## src/rtl/p23_mem_port_arbiter_if.sv

```systemverilog
// Valid/ready memory access channel with one outstanding access.
// The requester side is the master; the completer side is the slave.
interface p23_mem_port_arbiter_if #(
  parameter int ADDR_WIDTH = 32,
  parameter int DATA_WIDTH = 32
);
  logic                    valid;
  logic                    ready;
  logic [ADDR_WIDTH-1:0]   addr;
  logic [DATA_WIDTH-1:0]   wdata;
  logic [DATA_WIDTH/8-1:0] wmask;
  logic                    lock;
  logic [DATA_WIDTH-1:0]   rdata;

  modport master (
    output valid, addr, wdata, wmask, lock,
    input  ready, rdata
  );

  modport slave (
    input  valid, addr, wdata, wmask, lock,
    output ready, rdata
  );
endinterface

```

## src/rtl/p23_mem_port_arbiter.sv

```systemverilog
// Two-requester arbiter for the single SoC memory port: registered grant FSM with
// round-robin or fixed priority, and a lock that holds the grant across beats.
module p23_mem_port_arbiter #(
  parameter int ADDR_WIDTH  = 32,
  parameter int DATA_WIDTH  = 32,
  parameter int ROUND_ROBIN = 1
) (
  input  logic                   clk,
  input  logic                   resetn,
  p23_mem_port_arbiter_if.slave  m0,
  p23_mem_port_arbiter_if.slave  m1,
  p23_mem_port_arbiter_if.master s,
  output logic [1:0]             grant
);

  typedef enum logic [1:0] {
    IDLE = 2'd0,
    GNT0 = 2'd1,
    GNT1 = 2'd2
  } state_t;

  state_t state;
  logic   last;   // 0: m0 owned the port most recently, 1: m1

  logic                    mux_valid;
  logic [ADDR_WIDTH-1:0]   mux_addr;
  logic [DATA_WIDTH-1:0]   mux_wdata;
  logic [DATA_WIDTH/8-1:0] mux_wmask;
  logic                    mux_lock;
  logic                    m0_rdy;
  logic                    m1_rdy;
  logic [DATA_WIDTH-1:0]   m0_rd;
  logic [DATA_WIDTH-1:0]   m1_rd;

  logic pick_m0;
  assign pick_m0 = m0.valid && (!m1.valid || (ROUND_ROBIN == 0) || last);

  // The owner leaves its grant on completion or on withdrawing its request,
  // unless it holds lock; lock keeps the grant even with valid low.
  always_ff @(posedge clk or negedge resetn) begin
    if (!resetn) begin
      state <= IDLE;
      last  <= 1'b1;
      grant <= 2'b00;
    end else begin
      case (state)
        IDLE: begin
          if (pick_m0) begin
            state <= GNT0;
            last  <= 1'b0;
            grant <= 2'b01;
          end else if (m1.valid) begin
            state <= GNT1;
            last  <= 1'b1;
            grant <= 2'b10;
          end
        end
        GNT0: begin
          if (!m0.lock && (!m0.valid || s.ready)) begin
            state <= IDLE;
            grant <= 2'b00;
          end
        end
        GNT1: begin
          if (!m1.lock && (!m1.valid || s.ready)) begin
            state <= IDLE;
            grant <= 2'b00;
          end
        end
        default: begin
          state <= IDLE;
          grant <= 2'b00;
        end
      endcase
    end
  end

  // Memory port and requester responses follow the registered owner only;
  // nothing passes through while IDLE, so s_ready there is ignored.
  always_comb begin
    mux_valid = 1'b0;
    mux_addr  = '0;
    mux_wdata = '0;
    mux_wmask = '0;
    mux_lock  = 1'b0;
    m0_rdy    = 1'b0;
    m1_rdy    = 1'b0;
    m0_rd     = '0;
    m1_rd     = '0;
    case (state)
      GNT0: begin
        mux_valid = m0.valid;
        mux_addr  = m0.addr;
        mux_wdata = m0.wdata;
        mux_wmask = m0.wmask;
        mux_lock  = m0.lock;
        m0_rdy    = s.ready & m0.valid;
        m0_rd     = s.rdata;
      end
      GNT1: begin
        mux_valid = m1.valid;
        mux_addr  = m1.addr;
        mux_wdata = m1.wdata;
        mux_wmask = m1.wmask;
        mux_lock  = m1.lock;
        m1_rdy    = s.ready & m1.valid;
        m1_rd     = s.rdata;
      end
      default: begin
      end
    endcase
  end

  assign s.valid  = mux_valid;
  assign s.addr   = mux_addr;
  assign s.wdata  = mux_wdata;
  assign s.wmask  = mux_wmask;
  assign s.lock   = mux_lock;
  assign m0.ready = m0_rdy;
  assign m0.rdata = m0_rd;
  assign m1.ready = m1_rdy;
  assign m1.rdata = m1_rd;

endmodule

```

## src/flat_wrapper.sv

```systemverilog
// flat-port wrapper written by rule: the top's interface ports become plain ports
module p23_mem_port_arbiter_flat 
#(
  parameter int ADDR_WIDTH  = 32,
  parameter int DATA_WIDTH  = 32,
  parameter int ROUND_ROBIN = 1
)
  (clk, resetn, grant, m0_valid, m0_addr, m0_wdata, m0_wmask, m0_lock, m0_ready, m0_rdata, m1_valid, m1_addr, m1_wdata, m1_wmask, m1_lock, m1_ready, m1_rdata, s_valid, s_addr, s_wdata, s_wmask, s_lock, s_ready, s_rdata);
  p23_mem_port_arbiter_if #(.ADDR_WIDTH(ADDR_WIDTH), .DATA_WIDTH(DATA_WIDTH)) m0_i ();
  p23_mem_port_arbiter_if #(.ADDR_WIDTH(ADDR_WIDTH), .DATA_WIDTH(DATA_WIDTH)) m1_i ();
  p23_mem_port_arbiter_if #(.ADDR_WIDTH(ADDR_WIDTH), .DATA_WIDTH(DATA_WIDTH)) s_i ();
  input  logic clk;
  input  logic resetn;
  output logic [1:0] grant;
  input wire logic [$bits(m0_i.valid)-1:0] m0_valid;
  input wire logic [$bits(m0_i.addr)-1:0] m0_addr;
  input wire logic [$bits(m0_i.wdata)-1:0] m0_wdata;
  input wire logic [$bits(m0_i.wmask)-1:0] m0_wmask;
  input wire logic [$bits(m0_i.lock)-1:0] m0_lock;
  output wire logic [$bits(m0_i.ready)-1:0] m0_ready;
  output wire logic [$bits(m0_i.rdata)-1:0] m0_rdata;
  input wire logic [$bits(m1_i.valid)-1:0] m1_valid;
  input wire logic [$bits(m1_i.addr)-1:0] m1_addr;
  input wire logic [$bits(m1_i.wdata)-1:0] m1_wdata;
  input wire logic [$bits(m1_i.wmask)-1:0] m1_wmask;
  input wire logic [$bits(m1_i.lock)-1:0] m1_lock;
  output wire logic [$bits(m1_i.ready)-1:0] m1_ready;
  output wire logic [$bits(m1_i.rdata)-1:0] m1_rdata;
  output wire logic [$bits(s_i.valid)-1:0] s_valid;
  output wire logic [$bits(s_i.addr)-1:0] s_addr;
  output wire logic [$bits(s_i.wdata)-1:0] s_wdata;
  output wire logic [$bits(s_i.wmask)-1:0] s_wmask;
  output wire logic [$bits(s_i.lock)-1:0] s_lock;
  input wire logic [$bits(s_i.ready)-1:0] s_ready;
  input wire logic [$bits(s_i.rdata)-1:0] s_rdata;
  assign m0_i.valid = m0_valid;
  assign m0_i.addr = m0_addr;
  assign m0_i.wdata = m0_wdata;
  assign m0_i.wmask = m0_wmask;
  assign m0_i.lock = m0_lock;
  assign m0_ready = m0_i.ready;
  assign m0_rdata = m0_i.rdata;
  assign m1_i.valid = m1_valid;
  assign m1_i.addr = m1_addr;
  assign m1_i.wdata = m1_wdata;
  assign m1_i.wmask = m1_wmask;
  assign m1_i.lock = m1_lock;
  assign m1_ready = m1_i.ready;
  assign m1_rdata = m1_i.rdata;
  assign s_valid = s_i.valid;
  assign s_addr = s_i.addr;
  assign s_wdata = s_i.wdata;
  assign s_wmask = s_i.wmask;
  assign s_lock = s_i.lock;
  assign s_i.ready = s_ready;
  assign s_i.rdata = s_rdata;
  p23_mem_port_arbiter #(.ADDR_WIDTH(ADDR_WIDTH), .DATA_WIDTH(DATA_WIDTH), .ROUND_ROBIN(ROUND_ROBIN)) u_core (.clk(clk), .resetn(resetn), .m0(m0_i), .m1(m1_i), .s(s_i), .grant(grant));
endmodule
```

## config.mk

```make
export PLATFORM = sky130hd
export DESIGN_NAME = p23_mem_port_arbiter_flat
export DESIGN_NICKNAME = d
export VERILOG_FILES = /design/src/rtl/p23_mem_port_arbiter_if.sv /design/src/rtl/p23_mem_port_arbiter.sv /design/src/flat_wrapper.sv
export SDC_FILE = /design/constraint.sdc
export NUM_CORES = 1
export LEC_CHECK = 0
export CORE_AREA = 4 4 120 122
export CTS_CLUSTER_SIZE = 20
export DETAILED_ROUTE_END_ITERATION = 8
export DIE_AREA = 0 0 124 126
export PLACE_DENSITY_LB_ADDON = 0.05
export SETUP_SLACK_MARGIN = 0.2
export SLEW_MARGIN = 20
export SYNTH_ARGS = -nofsm -noshare
export SYNTH_HDL_FRONTEND = slang
export SYNTH_SLANG_ARGS = --single-unit
```

## constraint.sdc

```tcl
create_clock -name clk -period 3 [get_ports clk]
set_input_delay 0.6 -clock clk [delete_from_list [all_inputs] [get_ports clk]]
set_output_delay 0.6 -clock clk [all_outputs]
set_load 0.02 [all_outputs]
```

Word-level counts from Yosys, hierarchy flattened. Index checks and enable logic that the tools add are counted.

Equality and inequality tests: 5. Muxes and demuxes: 16. Bitwise gates (word level): 2. Reductions and logical operators: 14.

Operators by type and width (number): 32-bit one-hot mux with 2 select lines (2); 32-bit two-way mux (2); 2-bit two-way mux (4); 4-bit one-hot mux with 2 select lines (1); 2-bit one-hot mux with 3 select lines (1); 1-bit logical NOT (4); 1-bit two-way mux (4); 2-bit by 1-bit != test with 1-bit output, second input constant (2); 1-bit one-hot mux with 2 select lines (2); 1-bit logical AND (3); 1-bit logical OR (3); 3-bit by 2-bit != test with 1-bit output, second input constant (1); 3-bit AND reduction (1); 1-bit bitwise AND (2); 2-bit by 1-bit equality test with 1-bit output, second input constant (1); 2-bit equality test, second input constant (1); 2-bit logical NOT (1); 2-bit AND reduction (1); 2-bit nonzero test (1).

Register bits: 3. Bits of input ports: 175. Logic and storage cells: 39.

Longest topological paths before layout. Gate-level depths: netlist of the first run.

Depth in word-level cells: 5. Depth in mapped cells: 7. Depth with buffers taken out: 5.

Least setup slack after synthesis of the first run. Ideal clock, no wire load.

Kind: register to output. Start point: reg, netlist name u_core.grant[0]. End point: out s_addr[0]. Arrival: 1.545 ns. Setup slack: 0.855 ns. Stages on the path, launching flop included: 5. Buffers on the path: 1. Cell sequence: dfrtp_1 inv_1 ha_1 clkbuf_1 nor2b_1.

RTL lines: to (decl) (line flat_wrapper.sv:30) `output wire logic [$bits(s_i.addr)-1:0] s_addr;`.

==> results of run 1 <==
-- per-stage QoR --
step | util | std cells | power, uW
6_report | 0.396 | 728 | 3260
5_1_grt | 0.396 | 728 | 3500
4_1_cts | 0.389 | 728 | 3360
3_5_place_dp | 0.386 | 724 | 3200
3_3_place_gp | 0.386 | 724 | 3200
2_1_floorplan | - | 258 | 1740
-- layer usage --
| metal | vias to the layer above | track usage |
|---|---|---|
| met4 | 0 | 0.0219 |
| met2 | 169 | 0.295 |
| met5 | - | 0 |
| li1 | 1498 | - |
| met1 | 1384 | 0.142 |
| met3 | 10 | 0.0502 |
-- power groups by stage --
| stage | clock (uW) | sequential, uW | combinational [uW] |
|---|---|---|---|
| 2_1_floorplan | 0 | 92.6 | 1650 |
| 3_3_place_gp | 0 | 86.4 | 3120 |
| 3_5_place_dp | 0 | 87.7 | 3120 |
| 4_1_cts | 216 | 88.0 | 3050 |
| 5_1_grt | 222 | 91.1 | 3180 |
| 6_report | 210 | 86.8 | 2970 |
-- final cells by class --
type	instances	area, um^2	area share
Sequential cell	3	76.3	0.0146
Inverter	3	11.3	0.00216
Multi-Input combinational cell	223	1540	0.295
Timing Repair Buffer	319	3300	0.631
Clock buffer	4	78.8	0.0151
Tap cell	176	220	0.0422
-- worst max-delay path: cells and delay by family (launching register included) --
family                     cells  cell delay (ns)
buffers and inverters          3             0.97
DFF                            1             0.44
adders and majority gates      1             0.28
and+or+nand+nor                1             0.14
-- what timing repair did --
| action | 4_1_cts | 5_1_grt |
|---|---|---|
| setup endpoints to repair | 39 | 38 |
| gates resized for setup | 33 | 38 |
| buffers inserted | 0 | 0 |
-- flip-flops by register name (all words and copies together), names as in the netlist --
name,count
u_core.last,1
u_core.grant,2
-- worst max-delay path by stage --
stage                          from           end  slack [ns]  cells past startpoint
floorplan           u_core.grant[0]     s_addr[0]        0.86                      4
global placement           m1_valid       s_valid        0.34                      4
detailed placement         m1_valid       s_valid        0.33                      4
CTS                 u_core.grant[0]   s_wdata[22]        0.16                      5
global route        u_core.grant[0]  m1_rdata[17]        0.22                      5
finish              u_core.grant[0]  m1_rdata[17]        0.32                      5
-- cells by family (layout without fill, tap and decap cells) --
| kind of cell | Yosys count | count (layout) | share of synthesized area |
|---|---|---|---|
| AO/OA/AOI/OAI | 79 | 79 | 0.338 |
| buffers and inverters | 32 | 326 | 0.0890 |
| flip-flops | 3 | 3 | 0.0434 |
| AND/OR/NAND/NOR | 139 | 139 | 0.494 |
| adder cells (fa/ha/maj) | 5 | 5 | 0.0356 |
-- synthesized netlist by cell type, types with 2 or more instances --
library cell,number
inv_1,3
ha_1,5
buf_2,8
o2bb2ai_1,2
clkbuf_1,15
and2_1,64
buf_4,5
and3_1,2
dfrtp_1,2
nor2b_1,70
a22oi_1,72
==> impl_metrics.toml, run 1 <==
[clocking]
cts.clk_slew.worst_paths_ns = 0.03
cts_hold_buffers = 0
cts-root-buf = "clkbuf_16"
clock_sinks = 3
numCtsBuffers = 3
tritoncts = "built"
clk_latency_ns = 0.22
clockBufferDepth = 2
cts_max_level = 1

[power]
pwr-share-comb = 0.909
netSwitchingFraction = 0.486
seq_power_share = 0.027
p_leak_uw = 0.00257
p_int_uw = 1680
p_sw_uw = 1590
powerDensity_nw_per_um2 = 625
p_clk_frac = 0.064
vdd_drop_max_mv = 0.445

[timing]
rsz0062_at_grt = "no"
relSlewSlack = 0.816
fin_ws_ns = 0.323
hold_violations = 0
setup_viol = 0
min_period_ns = 2.68
period_share = 0.892
final-max-slew-violation-count = 0
whs_ns = 0.541
clock.fmax_mhz = 374
clock_skew_ns = 0.000658
tns_ns = 0
worst_pin_slew_ns = 0.275

[floorplanning]
pin_count = 313
die_area_um2 = 15600
die_w_um = 124
die-height_um = 126
rows = 42
start_util = 0.133
core_um2 = 13200

[routing]
firstDrtPassIters = 4
wire_per_inst_um = 17.7
wirelength_um = 12900
wl_met3_um = 1510
vias = 3061
dr_wl_met2_um = 7040
drt_first_iter_violations = 72
drc = 0
wl_met1_um = 4190
highest_layer = "met4"
via_per_inst = 4.20
ant_nets = 0

[synthesis]
ys_seq_area_frac = 0.0434
synth.distinct_cells = 21
synth_top_cell_by_area = "a22oi_1"
netlist_top_cells_area = "a22oi_1 (31%), nor2b_1 (25%), and2_1 (23%)"
synth_nets = 438
yosys_warnings = 0
yosysTopAreaCellShare = 0.307
syn_area_um2 = 1760
synth_edf_count = 0
async_flop_share = 1.00
synth-main-ff-cell = "dfrtp_1"
syn_area_per_cell_um2 = 6.81
ys_ff_latch = 3
netlist_instances = 258

[grt]
grt_overflow = 0
antenna_found_initial = 0
first_global_vias = 3137
grt_use_total = 0.146
grt_max_degree = 53
grt_pass1_wl_um = 18000

[critical_path]
regToRegStartpoint = "u_core.grant[1]"
slowest_stage = "clkdlybuf4s50_1"
critPathLaunchType = "register"
worstPathRequired_ns = 2.40
crit_chain = "inv_1, ha_1, buf_12, and2_1, clkdlybuf4s50_1"
ff2ff_setup_slack_ns = 1.48
crit_type = "reg2out"
crit_fanout = 33
slowest_delay_ns = 0.64
crit_arrival_ns = 2.08
r2r_end = "u_core.grant[1]"
ff2ff_path_depth = 5
crit_path_end_kind = "primary output"

[layout]
diodes = 0
layout_commonest_cell = "clkdlybuf4s50_1"
nets = 733
n_fill_cell = 1356
final_area_um2 = 5220
drive_above_1_share = 0.0254
syn_to_final_growth_pct = 197
layout_common_cells = "clkdlybuf4s50_1 (242), a22oi_1 (72), nor2b_1 (70)"

[hold_path]
min_path_cells = 2
hold_start = "u_core.last"
whs_endpoint = "u_core.last"
hp-class = "reg2reg"

[placed_design]
dpl_worst_slack_ns = 0.331
port_buffers = 312
dp_hpwl_um = 10500
place_area_um2 = 5090
gp_congestion = 0.820

[run_status]
status = "complete, no violations"

[flow_run]
drv_cap = 0
(Power assumes the default switching activity.)
==> inputs of run 2 (changes only) <==
--- a/config.mk
+++ b/config.mk
@@ -10,7 +10,6 @@
 export DETAILED_ROUTE_END_ITERATION = 8
 export DIE_AREA = 0 0 124 126
 export PLACE_DENSITY_LB_ADDON = 0.05
-export SETUP_SLACK_MARGIN = 0.2
 export SLEW_MARGIN = 20
 export SYNTH_ARGS = -nofsm -noshare
 export SYNTH_HDL_FRONTEND = slang
==> impl_metrics.toml, run 2 (synthesis results as in run 1) <==
[run_status]
status = "complete, no violations"

[critical_path]
cp_num_buf_inv = 3
worstPathRequired_ns = 2.40
crit_arrival_ns = 2.25
critPathLaunchType = "register"
crit_fanout = 52
slowest_delay_ns = 0.64
crit_type = "reg2out"
slowest_stage = "clkdlybuf4s50_1"
crit_chain = "inv_1, ha_2, buf_12, a22oi_1, nor2b_1, clkdlybuf4s50_1"
path_delay_family = "buffers and inverters"
crit_path_end_kind = "primary output"

[clocking]
tritoncts = "built"
clk_latency_ns = 0.22
cts_hold_buffers = 0
numCtsBuffers = 3
cts_max_level = 1
postCtsSetupRepairBufs = 0
cts.clk_slew.worst_paths_ns = 0.03
clock_sinks = 3
cts-resized-gates = 0
clockBufferDepth = 2
cts-root-buf = "clkbuf_16"

[routing]
vias = 3049
wire_per_inst_um = 17.5
ant_nets = 0
via_per_inst = 4.19
drc = 0
firstDrtPassIters = 4
wirelength_um = 12800
drt_first_iter_violations = 82

[layout]
layout_commonest_cell = "clkdlybuf4s50_1"
drive_above_1_share = 0.0254
syn_to_final_growth_pct = 194
top_regs = "u_core.grant x2, u_core.last x1"
n_fill_cell = 1353
layout.cells.non_filler = 728
largest_register_ffs = 2
layout_common_cells = "clkdlybuf4s50_1 (312), a22oi_1 (72), nor2b_1 (70)"
final-seq-area_um2 = 76.3
multi_input_area_um2 = 1540
largest-register = "u_core.grant"
nets = 733
diodes = 0

[floorplanning]
start_util = 0.133
die_w_um = 124
rows = 42
die_area_um2 = 15600
pin_count = 313
core_um2 = 13200
die-height_um = 126

[timing]
worst_pin_slew_ns = 0.274
relSlewSlack = 0.817
rsz0062_at_grt = "no"
hold_violations = 0
tns_ns = 0
clock.fmax_mhz = 350
whs_ns = 0.541
final-max-slew-violation-count = 0
setup_viol = 0
clock_skew_ns = 0.000658
period_share = 0.952
min_period_ns = 2.85

[hold_path]
hp-class = "reg2reg"

[grt]
grt_pass1_wl_um = 18000
grt_use_total = 0.146
first_global_vias = 3132
grt_max_degree = 53
grt_overflow = 0
antenna_found_initial = 0

[flow_run]
drv_cap = 0

[placed_design]
dp_hpwl_um = 10500
port_buffers = 312
gp_congestion = 0.820
dpl.cell_count = 724

[power]
powerDensity_nw_per_um2 = 651
total_power_uw = 3360
vdd_drop_max_mv = 0.446
p_leak_uw = 0.00176
-- run 2: worst paths after layout --
check / start / endpoint / slack [ns] / depth (start not counted)
worst max register to register: u_core.grant[1] / u_core.grant[1] / 1.48 / 5
worst min-delay path: u_core.last / u_core.last / 0.54 / 2
min in group asynchronous: resetn / u_core.grant[0] / 0.56 / 1
worst min register to register: u_core.last / u_core.last / 0.54 / 2
worst max-delay path: u_core.grant[0] / s_wdata[28] / 0.15 / 6
max in group asynchronous: resetn / u_core.last / 2.22 / 1
-- run 2: area by class of cell --
type | instances | area share
repair buffers | 319 | 0.627
clock buffers | 4 | 0.0153
flip-flops and latches | 3 | 0.0148
well taps | 176 | 0.0426
multi-input cells | 223 | 0.298
inverters | 3 | 0.00218
-- run 2: report_power, final --
part | internal [uW] | switching [uW] | total, uW
Sequential | 63.3 | 23.5 | 86.8
Combinational | 1540 | 1530 | 3070
Clock | 175 | 35.0 | 210
-- run 2: per-stage QoR --
step / util / cell area [um^2] / worst slack, ns
4_1_cts: 0.392 / 5160 / 0.103
3_3_place_gp: 0.386 / 5090 / 0.343
6_report: 0.392 / 5160 / 0.145
2_1_floorplan: - / 1760 / 0.855
5_1_grt: 0.392 / 5160 / 0.000131
3_5_place_dp: 0.386 / 5090 / 0.331
-- run 2: tightest hold or removal path, delay by kind of cell (launching register included) --
kind	cells	cell delay, ns
DFF	1	0.37
AOI/OAI and AO/OA	2	0.16
-- run 2: per-layer routing --
metal,routed length [um],global-route usage,part of all wire,vias to the layer above
met1,4210,0.142,0.33,1371
met4,149,0.0219,0.012,0
met5,0,0,0,-
li1,-,-,-,1499
met2,6940,0.295,0.54,169
met3,1460,0.0502,0.11,10
